==> src/rtl/instr_encoder.sv <==
// ---------------------------------------------------------------------------
// instr_encoder
//
// Packs symbolic MIPS instructions (kind, rs, rt, rd, imm) into 32-bit R-type
// or I-type words, buffers them in a DEPTH-entry FIFO and writes them
// sequentially into instruction memory starting at word address 0.
//
// Supported kinds: 0 add, 1 addu, 2 sub, 3 subu, 4 and, 5 or, 6 xor, 7 nor,
// 8 slt, 9 sltu, 10 lw, 11 sw, 12 beq. Kinds 13-15 are illegal.
//
// Configuration macro: ENCODER_ILLEGAL_TRAP_EN
//   defined   : illegal kinds are accepted, nothing is pushed, err is set.
//   undefined : illegal kinds are encoded as NOP (32'h0) and written normally.
//
// Ports
//   clk, rst_n          clock, asynchronous active-low reset
//   clear               synchronous flush of FIFO, address, count and flags
//   in_valid/in_ready   input handshake; in_ready = FIFO not full
//   in_kind/rs/rt/rd/imm  instruction fields
//   mem_we/mem_ready    write handshake; mem_we = FIFO not empty
//   mem_addr, mem_wdata current write address and FIFO head word
//   word_count          words written, saturating at all-ones
//   wrapped             sticky: mem_addr wrapped from max to 0
//   err                 sticky: illegal kind trapped
// ---------------------------------------------------------------------------
module instr_encoder #(
  parameter int ADDR_W = 8,
  parameter int DEPTH  = 4
) (
  input  logic              clk,
  input  logic              rst_n,
  input  logic              clear,
  input  logic              in_valid,
  output logic              in_ready,
  input  logic [3:0]        in_kind,
  input  logic [4:0]        in_rs,
  input  logic [4:0]        in_rt,
  input  logic [4:0]        in_rd,
  input  logic [15:0]       in_imm,
  output logic              mem_we,
  input  logic              mem_ready,
  output logic [ADDR_W-1:0] mem_addr,
  output logic [31:0]       mem_wdata,
  output logic [ADDR_W:0]   word_count,
  output logic              wrapped,
  output logic              err
);

  localparam int               PTR_W    = $clog2(DEPTH);
  localparam logic [PTR_W:0]   FULL_CNT = (PTR_W+1)'(DEPTH);
  localparam logic [ADDR_W-1:0] ADDR_MAX = '1;
  localparam logic [ADDR_W:0]   WCNT_MAX = '1;

  typedef enum logic [3:0] {
    K_ADD  = 4'd0,  K_ADDU = 4'd1,  K_SUB = 4'd2, K_SUBU = 4'd3,
    K_AND  = 4'd4,  K_OR   = 4'd5,  K_XOR = 4'd6, K_NOR  = 4'd7,
    K_SLT  = 4'd8,  K_SLTU = 4'd9,  K_LW  = 4'd10, K_SW  = 4'd11,
    K_BEQ  = 4'd12
  } kind_e;

  // -------------------------------------------------------------------------
  // Encoder
  // -------------------------------------------------------------------------
  logic [5:0]  funct;
  logic [5:0]  opcode;
  logic        is_r;
  logic        kind_legal;
  logic [31:0] enc_word;

  always_comb begin
    // NOTE: every combinational output gets a default first so no path through
    // the case leaves it unassigned (which would infer a latch).
    funct      = 6'h00;
    opcode     = 6'h00;
    is_r       = 1'b1;
    kind_legal = 1'b1;
    case (in_kind)
      K_ADD:  funct = 6'h20;
      K_ADDU: funct = 6'h21;
      K_SUB:  funct = 6'h22;
      K_SUBU: funct = 6'h23;
      K_AND:  funct = 6'h24;
      K_OR:   funct = 6'h25;
      K_XOR:  funct = 6'h26;
      K_NOR:  funct = 6'h27;
      K_SLT:  funct = 6'h2a;
      K_SLTU: funct = 6'h2b;
      K_LW:   begin is_r = 1'b0; opcode = 6'h23; end
      K_SW:   begin is_r = 1'b0; opcode = 6'h2b; end
      K_BEQ:  begin is_r = 1'b0; opcode = 6'h04; end
      default: kind_legal = 1'b0;
    endcase

    if (!kind_legal)
      enc_word = 32'h0000_0000;                      // NOP
    else if (is_r)
      enc_word = {6'h00, in_rs, in_rt, in_rd, 5'b0, funct};
    else
      enc_word = {opcode, in_rs, in_rt, in_imm};
  end

  // -------------------------------------------------------------------------
  // Handshakes
  // -------------------------------------------------------------------------
  logic [PTR_W-1:0]  wr_ptr_q, wr_ptr_d;
  logic [PTR_W-1:0]  rd_ptr_q, rd_ptr_d;
  logic [PTR_W:0]    cnt_q,    cnt_d;
  logic [ADDR_W-1:0] addr_q,   addr_d;
  logic [ADDR_W:0]   wcnt_q,   wcnt_d;
  logic              wrapped_q, wrapped_d;
  logic              err_q,    err_d;
  logic [31:0]       fifo_q [DEPTH];

  logic accept;
  logic push;
  logic pop;
  logic err_set;

  assign in_ready = (cnt_q != FULL_CNT);
  assign mem_we   = (cnt_q != '0);
  assign accept   = in_valid && in_ready;
  assign pop      = mem_we && mem_ready;

`ifdef ENCODER_ILLEGAL_TRAP_EN
  // Illegal kinds are consumed from the input but never reach memory.
  assign push    = accept && kind_legal;
  assign err_set = accept && !kind_legal;
`else
  assign push    = accept;
  assign err_set = 1'b0;
`endif

  // -------------------------------------------------------------------------
  // Next state; clear overrides push and pop
  // -------------------------------------------------------------------------
  always_comb begin
    wr_ptr_d  = wr_ptr_q;
    rd_ptr_d  = rd_ptr_q;
    cnt_d     = cnt_q;
    addr_d    = addr_q;
    wcnt_d    = wcnt_q;
    wrapped_d = wrapped_q;
    err_d     = err_q;

    if (clear) begin
      wr_ptr_d  = '0;
      rd_ptr_d  = '0;
      cnt_d     = '0;
      addr_d    = '0;
      wcnt_d    = '0;
      wrapped_d = 1'b0;
      err_d     = 1'b0;
    end else begin
      // Pointers wrap naturally because DEPTH is a power of two.
      if (push) wr_ptr_d = wr_ptr_q + 1'b1;
      if (pop) begin
        rd_ptr_d = rd_ptr_q + 1'b1;
        addr_d   = addr_q + 1'b1;
        if (addr_q == ADDR_MAX) wrapped_d = 1'b1;
        if (wcnt_q != WCNT_MAX) wcnt_d = wcnt_q + 1'b1;
      end
      case ({push, pop})
        2'b10:   cnt_d = cnt_q + 1'b1;
        2'b01:   cnt_d = cnt_q - 1'b1;
        default: cnt_d = cnt_q;
      endcase
      if (err_set) err_d = 1'b1;
    end
  end

  // -------------------------------------------------------------------------
  // State registers
  // -------------------------------------------------------------------------
  always_ff @(posedge clk or negedge rst_n) begin
    if (!rst_n) begin
      // NOTE: sequential state uses non-blocking assignments so every register
      // samples the pre-edge values, independent of statement order.
      wr_ptr_q  <= '0;
      rd_ptr_q  <= '0;
      cnt_q     <= '0;
      addr_q    <= '0;
      wcnt_q    <= '0;
      wrapped_q <= 1'b0;
      err_q     <= 1'b0;
    end else begin
      wr_ptr_q  <= wr_ptr_d;
      rd_ptr_q  <= rd_ptr_d;
      cnt_q     <= cnt_d;
      addr_q    <= addr_d;
      wcnt_q    <= wcnt_d;
      wrapped_q <= wrapped_d;
      err_q     <= err_d;
    end
  end

  // NOTE: the storage array is deliberately not reset; an entry is only read
  // after it has been written, and mem_wdata is forced to 0 while empty.
  always_ff @(posedge clk) begin
    if (push && !clear) fifo_q[wr_ptr_q] <= enc_word;
  end

  assign mem_wdata  = mem_we ? fifo_q[rd_ptr_q] : 32'h0000_0000;
  assign mem_addr   = addr_q;
  assign word_count = wcnt_q;
  assign wrapped    = wrapped_q;
  assign err        = err_q;

endmodule

==> config.mk <==
export PLATFORM = sky130hd
export DESIGN_NAME = instr_encoder
export DESIGN_NICKNAME = d
export VERILOG_FILES = /design/src/rtl/instr_encoder.sv
export SDC_FILE = /design/constraint.sdc
export NUM_CORES = 1
export LEC_CHECK = 0
export ABC_AREA = 1
export CAP_MARGIN = 15
export CORE_MARGIN = 1
export CORE_UTILIZATION = 49
export CTS_BUF_LIST = sky130_fd_sc_hd__clkbuf_8 sky130_fd_sc_hd__clkbuf_16
export DETAILED_ROUTE_END_ITERATION = 10
export PLACE_DENSITY = 0.83
export SLEW_MARGIN = 20
export SYNTH_ARGS = -nofsm -noshare
export SYNTH_HDL_FRONTEND = slang
export SYNTH_SLANG_ARGS = --single-unit
export TNS_END_PERCENT = 50
==> constraint.sdc <==
create_clock -name clk -period 2.6 [get_ports clk]
set_input_delay 0.52 -clock clk [delete_from_list [all_inputs] [get_ports clk]]
set_output_delay 0.52 -clock clk [all_outputs]
set_load 0.05 [all_outputs]
# --- Word-level counts from Yosys, hierarchy flattened ---
# Memory sizes are Yosys's and may differ from the RTL's.
# Cells that the tools add are included.
classes:
  eq_ne: 17
  add_sub_neg: 6
  muxes: 22
  reduce_logical: 15
ops:
  columns: ["cell", "count"]
  rows:
  - ["2-to-1 mux 32 bit", 3]
  - ["one-hot mux 6 bit (10 select lines)", 1]
  - ["2-to-1 mux 9 bit", 3]
  - ["equality test 4 bit, second input constant", 5]
  - ["one-hot mux 6 bit (3 select lines)", 1]
  - ["equality test 4 x 3 -> 1 bit, second input constant", 4]
  - ["2-to-1 mux 8 bit", 2]
  - ["OR reduction 13 bit", 1]
  - ["adder 9 x 1 -> 9 bit, second input constant", 1]
  - ["inequality test 9 bit, second input constant", 1]
  - ["adder 8 x 1 -> 8 bit, second input constant", 1]
  - ["equality test 4 x 2 -> 1 bit, second input constant", 2]
  - ["equality test 8 bit, second input constant", 1]
  - ["2-to-1 mux 2 bit", 4]
  - ["nonzero test 2 bit", 4]
  - ["2-to-1 mux 1 bit", 6]
  - ["one-hot mux 3 bit (2 select lines)", 1]
  - ["nonzero test 3 bit", 2]
  - ["adder 2 x 1 -> 2 bit, second input constant", 2]
  - ["equality test 4 x 1 -> 1 bit, second input constant", 1]
  - ["zero test 4 bit", 1]
  - ["AND reduction 2 bit", 2]
  - ["adder 3 x 1 -> 3 bit, second input constant", 1]
  - ["logical AND 1 bit", 3]
  - ["7 further kinds", 7]
totals:
  out_inout_bits: 53
  n_memories: 1
  ramBits: 128
  register_bits: 25
  elab_cells: 67
  input_bits: 40
memory_table:
  columns: ["name", "words", "width", "read_ports", "rd_clocked_by_memory_dff", "write_ports", "line", "source"]
  rows:
  - ["fifo_q", 4, 32, 1, 0, 1, "112", "logic [31:0] fifo_q [DEPTH];"]

# --- Logic depth before layout (Yosys ltp) ---
depth:
  depth_word: 5
  depth_mapped: 12
  ltp_nobuf: 12

# --- Least setup slack after synthesis ---
# Ideal clock, no wire load.
synth_timing:
  path_kind: "reg2out"
  from: "register cnt_q[0]"
  to: "output port mem_wdata[27]"
  t_arrival_ns: 2.298
  t_required_ns: 2.080
  path_stages_with_launch: 8
  path_buffers: 3
  slack_ns: -0.218
  cell_sequence: "dfrtp_1 -> nor2_4 -> nand2_2 -> inv_1 -> buf_6 -> buf_6 -> a21oi_1 -> buf_4"
synth_via:
  elab_chain_cells: 2
synth_rtl:
  columns: ["element", "line", "source"]
  rows:
  - ["from (decl)", "107", "logic [PTR_W:0] cnt_q, cnt_d;"]
  - ["from (signal assigned)", "188", "cnt_q <= cnt_d;"]
  - ["nonzero test 3 bit", "120", "assign mem_we = (cnt_q != '0);"]
  - ["named net mem_we", "40", "output logic mem_we,"]
  - ["2-to-1 mux 32 bit", "202", "assign mem_wdata = mem_we ? fifo_q[rd_ptr_q] : 32'h0000_0000;"]
  - ["to (decl)", "43", "output logic [31:0] mem_wdata,"]
# The timed path passes the listed nets, and every way through them passes these cells.

# --- Worst setup path after layout ---
layout_timing:
  from: "register cnt_q[0]"
  to: "output port mem_wdata[29]"
layout_via:
  elab_chain_cells: 2
layout_rtl:
  columns: ["element", "line"]
  rows:
  - ["nonzero test 3 bit", "120"]
  - ["2-to-1 mux 32 bit", "202"]
# Every way passes these cells.

==> reports/metrics.csv <==
metric;value;unit
status;finished clean;
yosysTopAreaCell;edfxtp_1;
worstHoldPathType;primary input to asynchronous set/reset pin;
row_count;41;
die_w;116;µm
hpwl;8.85;mm
stdcell_count;893;
h-tree-depth;4;
io_pins;93;
powerDensity;1120;nW/µm²
worstPathArrival;2000;ps
ys.flop_type;edfxtp_1;
power;9.50;mW
ir_drop;616;µV
clk_latency;410;ps
cts_tree;yes;
slew_viol_final;0;
yosysWarnings;0;
dpl_worst_slack;265;ps
hold_viol_final;0;
num_antenna_cells;0;
synth-seq-cells;141;
clk_path_buf_depth;2;
path_max_fanout;9;
crit_chain;nor2_4, nand2_2, clkinvlp_4, buf_4, a21oi_1, buf_12;
max_cap_violations;0;
grt_usage;23.2;%
detail-route-antenna-nets;0;
drc_errors;0;
core;12600;µm²
numCtsBuffers;17;
cts.sinks;141;
start_util;50.3;%
die_h;116;µm
hold_buffers;0;
antenna_found_initial;0;
io_buffers;90;
startpoint_type;flip-flop;
setup_ws;77.3;ps
relSlewSlack;66.3;%
syn_area;6350;µm²
synth.top_cells.by_area;edfxtp_1, dfrtp_1, nor2_1;
synth_cell_types;36;
grt_pass1_vias;4749;
finalCriticalPeriod;2520;ps
routabilityCongestion;0.789;
setup_violations;0;
clk_pin_slew;60;ps
routedWlPerCell;16.0;µm
utilization;67.0;%
grt.overflow.total;0;
cp-end-kind;primary output;
die_area;13400;µm²
crit_type;flip-flop to primary output;
grt_max_degree;39;
drive_above_1_share;15.8;%
async_reset_ff_share;17.7;%
synthCells;610;
vias_per_cell;5.28;
whs;468;ps
finalCritPeriodShare;97.0;%
first_pass_iters;5;
syn2layout_area_growth;33.2;%
rsz0062_at_grt;false;
place_inst;859;
fin_nets;756;
wl;14.3;mm
cpPeakStageDelay;470;ps
cp_slowest_cell;dfrtp_1;
ys_seq_area_share;64.7;%
synth_top_area_share;54.9;%
clockRootBuffer;clkbuf_16;
worstPathRequired;2080;ps
avgSynthCellArea;10.4;µm²
clock.fmax;396;MHz
drt-initial-drc-count;383;
vias;4714;
fin_skew;9.29;ps
tightest_slew;504;ps
synth_edf_count;116;
power_leakage;3.29;nW
grt_pass1_wl;23.2;mm
-- cell type report --
| type | instances | area [µm²] |
|---|---|---|
| clock buffers | 17 | 425 |
| clock inverters | 15 | 154 |
| fillers | 913 | 4170 |
| inverters | 51 | 195 |
| multi-input cells | 389 | 1920 |
| flip-flops and latches | 141 | 4110 |
| well taps | 172 | 215 |
| repair buffers | 108 | 1430 |
-- cells in the mapped netlist, types with 2 or more instances --
library cell	count
a21oi_1	40
buf_2	13
buf_4	5
buf_6	4
clkbuf_1	8
dfrtp_1	25
edfxtp_1	116
ha_1	7
inv_1	46
inv_2	5
nand2_1	61
nand2_2	6
nand2_4	5
nand3_1	19
nand4_1	6
nor2_1	155
nor2_4	3
o21ai_0	67
xnor2_1	2
-- layer usage --
| layer | vias up | track usage (%) | share of wire, % |
|---|---|---|---|
| li1 | 2250 | - | - |
| met2 | 189 | 40.8 | 51 |
| met4 | 0 | 8.63 | 2.2 |
| met1 | 2246 | 27.4 | 40 |
| met5 | - | 0 | 0 |
| met3 | 29 | 5.75 | 6.7 |
-- layout by cell type, fill, tap and decap left out, types with 2 or more instances in the layout --
cell / n
buf_12: 38
inv_6: 4
o21ai_0: 67
inv_8: 4
clkbuf_16: 17
xnor2_1: 2
inv_1: 45
buf_4: 11
nor2_4: 7
dfrtp_1: 24
a21oi_2: 5
conb_1: 2
nand2_2: 6
ha_1: 7
nor2_1: 151
clkdlybuf4s50_1: 59
nand4_1: 6
inv_2: 5
nand3_1: 19
edfxtp_1: 116
nand2_4: 5
clkinvlp_4: 5
nand2_1: 61
a21oi_1: 36
-- path summary, 6_finish.rpt --
path / from / to / slack [ps] / depth (start not counted)
max in group asynchronous: rst_n / rd_ptr_q[0] / 1860 / 2
max: cnt_q[0] / mem_wdata[29] / 80 / 6
max reg2reg: word_count[1] / word_count[7] / 690 / 10
min in group clk: wrapped / wrapped / 530 / 2
min: rst_n / word_count[7] / 470 / 2
min reg2reg: wrapped / wrapped / 530 / 2
-- flip-flops by register name, summed over array words and instances (netlist names) --
| name | count |
|---|---|
| cnt_q | 3 |
| fifo_q | 116 |
| mem_addr | 8 |
| rd_ptr_q | 2 |
| word_count | 9 |
| wr_ptr_q | 2 |
| wrapped | 1 |
-- critical path: cells and delay by family (launching register included) --
kind / cells / cell delay, ps
AND/OR/NAND/NOR: 2 / 210
AO/OA/AOI/OAI: 1 / 310
flip-flops: 1 / 470
buffers and inverters: 3 / 600
-- where the power goes --
group          switching (mW)  leakage [nW]  total (mW)  internal (mW)
sequential             0.0947          1.41        2.70           2.61
clock                   0.997         0.275        2.35           1.35
combinational            2.68          1.60        4.45           1.77
total                    3.77          3.29        9.50           5.73
-- through the flow --
step | cell area (µm²) | TNS [ps]
4_1_cts | 8430 | 0
6_report | 8450 | 0
3_5_place_dp | 7840 | 0
5_1_grt | 8450 | 0
3_3_place_gp | 7840 | 0
2_1_floorplan | 6350 | -8940
-- cells by family after synthesis --
group / synth area share [%]
AOI/OAI and AO/OA: 9.82
and+or+nand+nor: 17.6
other: 0.0591
buffers and inverters: 5.82
xor gates and xnor gates: 0.276
DFF: 64.7
adders and majority gates: 1.70
-- timing repair --
item / CTS / global route
setup buffers: 1 / 1
pin swaps: 0 / 1
setup endpoints to repair: 19 / 6
resized for setup: 1 / 3
Note: power is estimated with default switching activity, not from simulation.
